$ cat config.mk
export PLATFORM = sky130hd
export DESIGN_NAME = seq_bit_serializer
export DESIGN_NICKNAME = d
export VERILOG_FILES = /design/src/rtl/seq_bit_serializer_pkg.sv /design/src/rtl/seq_hold_reg.sv /design/src/rtl/seq_bit_serializer.sv
export SDC_FILE = /design/constraint.sdc
export NUM_CORES = 1
export LEC_CHECK = 0
export BUFFER_PORTS_ARGS = -buffer_cell sky130_fd_sc_hd__clkbuf_2
export CORE_ASPECT_RATIO = 0.8
export CORE_UTILIZATION = 25
export CTS_CLUSTER_SIZE = 28
export DETAILED_ROUTE_END_ITERATION = 6
export GPL_ROUTABILITY_DRIVEN = 0
export PLACE_DENSITY = 0.42
export SKIP_CTS_REPAIR_TIMING = 1
export SLEW_MARGIN = 20
export SYNTH_ARGS = -nofsm -noshare
export SYNTH_HDL_FRONTEND = slang
export SYNTH_SLANG_ARGS = --single-unit
$ cat constraint.sdc
create_clock -name clk -period 1.1 [get_ports clk]
set_input_delay 0.11 -clock clk [delete_from_list [all_inputs] [get_ports clk]]
set_output_delay 0.11 -clock clk [all_outputs]
set_load 0.05 [all_outputs]
$ cat src/rtl/seq_bit_serializer_pkg.sv
// rtl/seq_bit_serializer_pkg.sv - shared types and constants for the bit serializer
// Purpose: state encoding, default word width and counter-width helper.
package seq_bit_serializer_pkg;

    typedef enum logic {
        IDLE  = 1'b0,
        SHIFT = 1'b1
    } state_t;

    localparam int DEFAULT_WIDTH = 8;

    // Bit counter must index 0..WIDTH-1 and never wrap past WIDTH-1.
    function automatic int cnt_width(input int width);
        return (width > 1) ? $clog2(width) : 1;
    endfunction

    localparam int DEFAULT_CNT_W = cnt_width(DEFAULT_WIDTH);

endpackage

$ cat src/rtl/seq_hold_reg.sv
// rtl/seq_hold_reg.sv - one-entry valid/ready holding register
// Purpose: buffers one word so the shifter can stream back-to-back words.
// Ports:
//   clk, rst           clock, synchronous active-high reset
//   din, din_valid     incoming word and its valid
//   din_ready          high while the entry is empty (registered decode)
//   drain              consumer takes the held word this edge
//   dout, full         held word and occupancy flag
module seq_hold_reg #(
    parameter int WIDTH = 8
) (
    input  logic             clk,
    input  logic             rst,
    input  logic [WIDTH-1:0] din,
    input  logic             din_valid,
    output logic             din_ready,
    input  logic             drain,
    output logic [WIDTH-1:0] dout,
    output logic             full
);

    // Accept requires empty, drain requires full, so they never coincide.
    always_ff @(posedge clk) begin
        if (rst) begin
            full <= 1'b0;
            dout <= '0;
        end else if (din_valid && !full) begin
            full <= 1'b1;
            dout <= din;
        end else if (drain) begin
            full <= 1'b0;
        end
    end

    assign din_ready = !full;

endmodule

$ cat src/rtl/seq_bit_serializer.sv
// rtl/seq_bit_serializer.sv - parallel-to-serial front end for sequence detectors
// Purpose: accepts WIDTH-bit words over valid/ready and emits one bit per clock.
// Ports:
//   clk, rst                 clock, synchronous active-high reset
//   din, din_valid, din_ready  word input handshake
//   sout, sout_valid         registered serial bit and its qualifier
//   sout_last                registered flag on the final bit of each word
//   busy                     shifter active or holding register full
module seq_bit_serializer
    import seq_bit_serializer_pkg::*;
#(
    parameter int WIDTH     = DEFAULT_WIDTH,
    parameter bit MSB_FIRST = 1'b1
) (
    input  logic             clk,
    input  logic             rst,
    input  logic [WIDTH-1:0] din,
    input  logic             din_valid,
    output logic             din_ready,
    output logic             sout,
    output logic             sout_valid,
    output logic             sout_last,
    output logic             busy
);

    localparam int CNT_W = cnt_width(WIDTH);
    localparam logic [CNT_W-1:0] LAST_IDX = CNT_W'(WIDTH - 1);

    state_t           state;
    state_t           state_next;
    logic [WIDTH-1:0] hold_data;
    logic             hold_full;
    logic [WIDTH-1:0] shreg;
    logic [WIDTH-1:0] shreg_next;
    logic [CNT_W-1:0] bit_cnt;
    logic [CNT_W-1:0] cnt_next;
    logic             sout_next;
    logic             valid_next;
    logic             last_next;
    logic             at_last;
    logic             load;

    function automatic logic first_bit(input logic [WIDTH-1:0] w);
        return MSB_FIRST ? w[WIDTH-1] : w[0];
    endfunction

    function automatic logic [WIDTH-1:0] shift_once(input logic [WIDTH-1:0] w);
        return MSB_FIRST ? (w << 1) : (w >> 1);
    endfunction

    seq_hold_reg #(
        .WIDTH(WIDTH)
    ) u_hold (
        .clk      (clk),
        .rst      (rst),
        .din      (din),
        .din_valid(din_valid),
        .din_ready(din_ready),
        .drain    (load),
        .dout     (hold_data),
        .full     (hold_full)
    );

    // The bit currently on sout is the final one of its word.
    assign at_last = (state == SHIFT) && (bit_cnt == LAST_IDX);
    // Load from hold when idle, or right after the last bit for a gapless stream.
    assign load    = hold_full && ((state == IDLE) || at_last);

    always_ff @(posedge clk) begin
        if (rst) begin
            state <= IDLE;
        end else begin
            state <= state_next;
        end
    end

    always_comb begin
        state_next = state;
        case (state)
            IDLE:    if (hold_full) state_next = SHIFT;
            SHIFT:   if (at_last && !hold_full) state_next = IDLE;
            default: state_next = IDLE;
        endcase
    end

    // shreg keeps the whole word with the bit on sout still in the output
    // position; zero fill makes it all-zero once the word has gone out.
    always_comb begin
        shreg_next = '0;
        cnt_next   = '0;
        sout_next  = 1'b0;
        valid_next = 1'b0;
        if (load) begin
            shreg_next = hold_data;
            sout_next  = first_bit(hold_data);
            valid_next = 1'b1;
        end else if ((state == SHIFT) && !at_last) begin
            shreg_next = shift_once(shreg);
            sout_next  = first_bit(shreg_next);
            cnt_next   = bit_cnt + CNT_W'(1);
            valid_next = 1'b1;
        end
        last_next = valid_next && (cnt_next == LAST_IDX);
    end

    always_ff @(posedge clk) begin
        if (rst) begin
            shreg      <= '0;
            bit_cnt    <= '0;
            sout       <= 1'b0;
            sout_valid <= 1'b0;
            sout_last  <= 1'b0;
        end else begin
            shreg      <= shreg_next;
            bit_cnt    <= cnt_next;
            sout       <= sout_next;
            sout_valid <= valid_next;
            sout_last  <= last_next;
        end
    end

    assign busy = (state == SHIFT) || hold_full;

endmodule

==> results of run 1 <==
## Yosys cell counts
cell and number:
nand2_1 25, nor2b_1 2, nor4_1 1, buf_2 5, nand2b_1 3, dfxtp_1 23
a21oi_1 18, or2_2 1, inv_1 1, nand3_1 7, nor3_1 3, nor2_1 1
clkbuf_1 2, ha_1 2, nor3b_1 1
## state kept, by name, indices dropped and copies added (netlist names)
signal	cells
state	1
u_hold.dout	8
bit_cnt	3
sout	1
u_hold.full	1
shreg	7
sout_valid	1
sout_last	1
## layer usage
metal / track usage / part of all wire / vias to the layer above / routed length (µm)
li1: - / - / 358 / -
met5: 0 / 0 / - / 0
met2: 0.170 / 0.45 / 16 / 898
met1: 0.173 / 0.50 / 325 / 1000
met4: 0.0435 / 0.0095 / 0 / 19
met3: 0.0474 / 0.042 / 2 / 85
## cells by family after synthesis
kind of cell,Yosys count
AOI/OAI and AO/OA,18
adders and majority gates,2
buffers and inverters,8
DFF,23
and+or+nand+nor,44
## worst max path at each step
stage / to / startpoint / slack, ps / cells after the start
finish: shreg[4] / bit_cnt[0] / -50 / 6
detailed placement: shreg[5] / bit_cnt[1] / -80 / 6
CTS: busy / u_hold.full / -230 / 2
global route: shreg[5] / bit_cnt[0] / -110 / 6
global placement: sout_last / bit_cnt[1] / -60 / 4
floorplan: shreg[1] / bit_cnt[0] / -10 / 6
## layout make-up
type,count,area (µm²)
clock buffers,4,45.0
fillers,313,1830
inverters,1,3.75
multi-input cells,65,503
flip-flops and latches,23,470
well taps,40,50.0
repair buffers,24,180
## cells in the final DEF, fill, tap and decap left out, types with 2 or more instances in the layout
cell,n
a21oi_1,8
a21oi_2,10
buf_4,4
buf_6,4
clkbuf_2,13
clkbuf_8,3
dfxtp_1,19
dfxtp_2,2
dfxtp_4,2
ha_4,2
nand2_1,22
nand2_2,2
nand2b_4,3
nand3_2,7
nor2b_4,2
nor3_2,2
## per-stage QoR
step,instance area (µm²),setup slack (ps),power (W),TNS [ps]
after floorplan,888,-14.8,0.00104,-104
after global placement,1020,-55.8,0.00110,-350
after detailed placement,1020,-80.2,0.00110,-637
after CTS,1060,-227,0.00162,-1210
after global routing,1250,-112,0.00176,-1000
final,1250,-54.9,0.00167,-417
## power breakdown
group	switching, W	internal (W)
clock	0.000257	0.000258
combinational	0.000149	0.000116
sequential	0.0000279	0.000863
## worst min-delay path, cell delays in order
cell,delay (ps)
clkbuf_2,80
nand2_1,40
a21oi_1,50
==> flow_metrics.py, run 1 <==
metrics = {
    "timing": {
        "fin_crit_ps": 1150,
        "fmax_ghz": 0.866,
        "fin_crit_sh": 1.05,
        "rsz0062_at_grt": "true",
        "fin_skew_ps": 1.88,
        "fin_ws_ps": -54.9,
        "hold_ws_ps": 62.1,
        "setup_viol": 10,
        "hold_viol": 0,
        "tightest_slew_ps": 357,
        "report.final.slew_viol_count": 0,
        "maxSlewHeadroom": 0.762,
    },
    "worst_setup_path": {
        "worst-setup-path-type": "reg -> reg",
        "endpoint_kind": "register",
        "crit_required_ps": 1300,
        "regToRegSetupSlack_ps": -50,
        "crit_arrival_ps": 1360,
        "critPathBufInv": 1,
        "critPathTopFamily": "flip-flops",
        "reg2reg_from": "bit_cnt[0]",
        "max_stage_delay_ps": 340,
        "critPathMaxFanout": 5,
        "crit_chain": "ha_4 -> ha_4 -> nor2b_4 -> buf_6 -> nand2_1 -> a21oi_2",
        "startpoint_type": "register",
        "cp_common_cell": "ha_4",
        "reg2reg_to": "shreg[4]",
        "slowest_stage": "dfxtp_2",
        "worstRegToRegCells": 6,
    },
    "status": {
        "outcome": "finished with violations",
        "failed_checks": "setup timing",
    },
    "yosys": {
        "synth_seq_cells": 23,
        "synth.avg_cell_area_um2": 8.53,
        "synth-adder-area-share": 0.0309,
        "ys_types": 15,
        "synth_top_cell_by_area": "dfxtp_1",
        "synth-xor-area-share": 0,
        "seq_area_frac_synth": 0.568,
        "syn_area_um2": 811,
        "yosys.area_share.simple": 0.245,
        "netlist_top_cells_area": "dfxtp_1, nand2_1, a21oi_1, nand3_1, buf_2",
        "synth_fp_nets": 108,
        "synth_top_family_by_area": "simple AND/OR/NAND/NOR gates",
        "yosysWarnings": 0,
        "synthMuxAreaShare": 0,
        "synth_cells": 95,
        "synth_top_cell_area_share": 0.568,
        "synth_compound_area_frac": 0.111,
    },
    "global_route": {
        "grt_max_degree": 13,
        "overflow": 0,
        "grt_pass1_vias": 586,
        "grt_antenna_before_repair": 0,
        "grt_pass1_wl_um": 3060,
        "track_usage": 0.124,
    },
    "route": {
        "drc": 0,
        "drtIter0Drc": 15,
        "routed_wl_um": 2010,
        "viasPerCell": 4.46,
        "drt_first_pass_iters": 4,
        "ant_nets": 0,
        "num_vias": 701,
        "post_drt_wl_per_cell_um": 12.8,
    },
    "hold_path": {
        "worstHoldPathCells": 3,
        "min_from": "din[4]",
        "min_to": "u_hold.dout[4]",
        "hp-class": "in -> reg",
    },
    "layout": {
        "final_util": 0.406,
        "area_growth_pct": 54.5,
        "instances_no_fill": 157,
        "final_layout_size_suffix_gt1_frac": 0.547,
        "layout.nets": 131,
        "antennaDiodeCount": 0,
    },
    "floorplan": {
        "coreArea_um2": 3090,
        "die_h_um": 52.9,
        "rows": 18,
        "die-area_um2": 3480,
        "io_pins": 16,
        "initial_core_util": 0.263,
        "die_w_um": 65.7,
    },
    "power_and_ir_drop": {
        "ir_drop_mv": 0.680,
        "powerDensity_nw_per_um2": 1330,
        "p_leak_nw": 0.459,
    },
    "clock_tree": {
        "cts_max_level": 1,
        "cts_tree": "yes",
        "cts_buffers": 3,
        "clockBufferDepth": 2,
        "clock_sinks": 23,
        "root_buffer": "clkbuf_8",
        "worstSkewPairLatency_ps": 260,
        "path_clk_slew_ps": 80,
    },
    "placement": {
        "port_buffers": 15,
        "placed_cells": 149,
        "dp.final_hpwl_um": 1250,
    },
    "run": {
        "maxCapViolCount": 0,
    },
}
(Power assumes the default switching activity.)
==> run 2, diff against run 1 <==
==> constraint.sdc (replaced) <==
create_clock -name clk -period 0.94 [get_ports clk]
set_input_delay 0.094 -clock clk [delete_from_list [all_inputs] [get_ports clk]]
set_output_delay 0.094 -clock clk [all_outputs]
set_load 0.05 [all_outputs]
==> run 2 against run 1 <==
Against the previous run: the flow still finishes with violations (setup timing); via count rose by 1.3%; combinational power increased by 37%; non-clock buffer count grew 2; clock skew hardly changed; largest power group unchanged; largest cell class unchanged; first-iteration DRC count unchanged; highest routed layer unchanged; global-route usage down 1.4 points; critical endpoint is now shreg[1]; critical path type unchanged; sequential power increased by 18%.
==> flow_metrics.py, run 2 (synthesis results as in run 1) <==
metrics = {
    "layout": {
        "final_layout_size_suffix_gt1_frac": 0.675,
        "largest_reg_flops": 8,
        "mostFrequentLayoutCells": "dfxtp_1, a21oi_2, nand2_1",
        "instances_no_fill": 160,
        "fill_cells": 309,
        "top_register": "u_hold.dout",
        "top_regs": "u_hold.dout x8, shreg x7, bit_cnt x3",
        "area_growth_pct": 64.5,
        "layout.nets": 134,
        "layout_commonest_cell": "dfxtp_1",
        "seq_area_um2": 464,
        "multi_input_area_um2": 558,
        "antennaDiodeCount": 0,
    },
    "global_route": {
        "track_usage": 0.110,
        "grt_pass1_vias": 578,
        "overflow": 0,
        "grt_antenna_before_repair": 0,
        "grt_max_degree": 13,
        "grt_pass1_wl_um": 2680,
    },
    "floorplan": {
        "die_h_um": 52.9,
        "die_w_um": 65.7,
        "die-area_um2": 3480,
        "rows": 18,
        "io_pins": 16,
        "coreArea_um2": 3090,
        "initial_core_util": 0.263,
    },
    "worst_setup_path": {
        "critPathTopFamily": "flip-flops",
        "crit_arrival_ps": 1410,
        "critPathBufInv": 1,
        "regToRegSetupSlack_ps": -270,
        "startpoint": "bit_cnt[0]",
        "crit_chain": "ha_4 -> ha_4 -> nor2b_4 -> buf_6 -> nand2_1 -> a21oi_2",
        "slowest_stage": "dfxtp_2",
        "worstRegToRegCells": 6,
        "critPathMaxFanout": 5,
        "max_stage_delay_ps": 340,
        "crit_required_ps": 1140,
        "cp_common_cell": "ha_4",
        "endpoint_kind": "register",
        "startpoint_type": "register",
        "reg2reg_from": "bit_cnt[0]",
        "reg2reg_to": "shreg[1]",
        "worst-setup-path-type": "reg -> reg",
    },
    "clock_tree": {
        "path_clk_slew_ps": 70,
        "cts_max_level": 1,
        "clock_sinks": 23,
        "worstSkewPairLatency_ps": 260,
        "clockBufferDepth": 2,
        "cts_tree": "yes",
        "cts_buffers": 3,
        "root_buffer": "clkbuf_8",
    },
    "timing": {
        "maxSlewHeadroom": 0.795,
        "hold_ws_ps": 55.4,
        "fin_crit_sh": 1.29,
        "fin_skew_ps": 1.54,
        "rsz0062_at_grt": "true",
        "tightest_slew_ps": 308,
        "setup_viol": 25,
        "hold_viol": 0,
        "fin_crit_ps": 1210,
        "report.final.slew_viol_count": 0,
        "fin_ws_ps": -269,
        "fmax_ghz": 0.827,
    },
    "power_and_ir_drop": {
        "p_leak_nw": 0.498,
        "powerDensity_nw_per_um2": 1500,
        "ir_drop_mv": 0.789,
    },
    "route": {
        "drc": 0,
        "ant_nets": 0,
        "drtIter0Drc": 15,
        "post_drt_wl_per_cell_um": 12.4,
        "viasPerCell": 4.44,
        "routed_wl_um": 1990,
        "drt_first_pass_iters": 2,
        "num_vias": 710,
    },
    "hold_path": {
        "worstHoldPathCells": 3,
        "min_to": "u_hold.dout[3]",
        "hp-class": "in -> reg",
        "min_from": "din[3]",
    },
    "placement": {
        "dp.final_hpwl_um": 1240,
        "port_buffers": 15,
        "placed_cells": 151,
    },
    "status": {
        "failed_checks": "setup timing",
        "outcome": "finished with violations",
    },
    "run": {
        "maxCapViolCount": 0,
    },
}
## run 2: cell count changes in the layout (fill, tap and decap cells not counted), moves of 3 or more
cell	delta
nand2_1	-11
nand2_2	+8
a21oi_1	-4
nand2_4	+3
clkbuf_2	-3
a21oi_2	+4
## run 2: through the flow
| step | setup TNS (ps) | setup WS (ps) | utilization | cell area (µm²) | power [W] |
|---|---|---|---|---|---|
| after floorplan | -2030 | -174 | - | 900 | 0.00122 |
| after global placement | -4550 | -287 | 0.337 | 1040 | 0.00130 |
| after detailed placement | -4770 | -291 | 0.337 | 1040 | 0.00130 |
| after CTS | -5820 | -437 | 0.352 | 1090 | 0.00189 |
| after global routing | -4670 | -301 | 0.432 | 1330 | 0.00210 |
| final | -3700 | -269 | 0.432 | 1330 | 0.00200 |
## run 2: worst reg2reg max path: cells and delay by family, from the launching register on
kind | cells | cell delay, ps
flops | 1 | 340
fa+ha+maj | 2 | 340
simple gates | 2 | 200
buf+inv | 1 | 140
compound gates | 1 | 130
## run 2: report_power, final
| group | internal [W] | switching, W |
|---|---|---|
| clock | 0.000302 | 0.000288 |
| sequential | 0.00101 | 0.0000348 |
| combinational | 0.000166 | 0.000199 |
| total | 0.00148 | 0.000521 |
## run 2: layer usage
layer / GRT usage / wire (µm)
met5: 0 / 0
met4: 0.0435 / 27
met3: 0.0431 / 88
met2: 0.163 / 909
met1: 0.141 / 964
## run 2: final cells by class
cell class                 instances  share of cell area
multi-input combinational         66               0.418
sequential                        23               0.348
timing repair buffer              26               0.157
tap                               40              0.0375
clock buffer                       4              0.0338
inverter                           1             0.00563
## run 2: how the worst max path moves through the flow
stage               slack [ps]       end  cells after the start
finish                    -270  shreg[1]                      6
global route              -300  shreg[1]                      6
CTS                       -440      busy                      3
detailed placement        -290  shreg[4]                      6
global placement          -290  shreg[3]                      6
floorplan                 -170  shreg[1]                      6
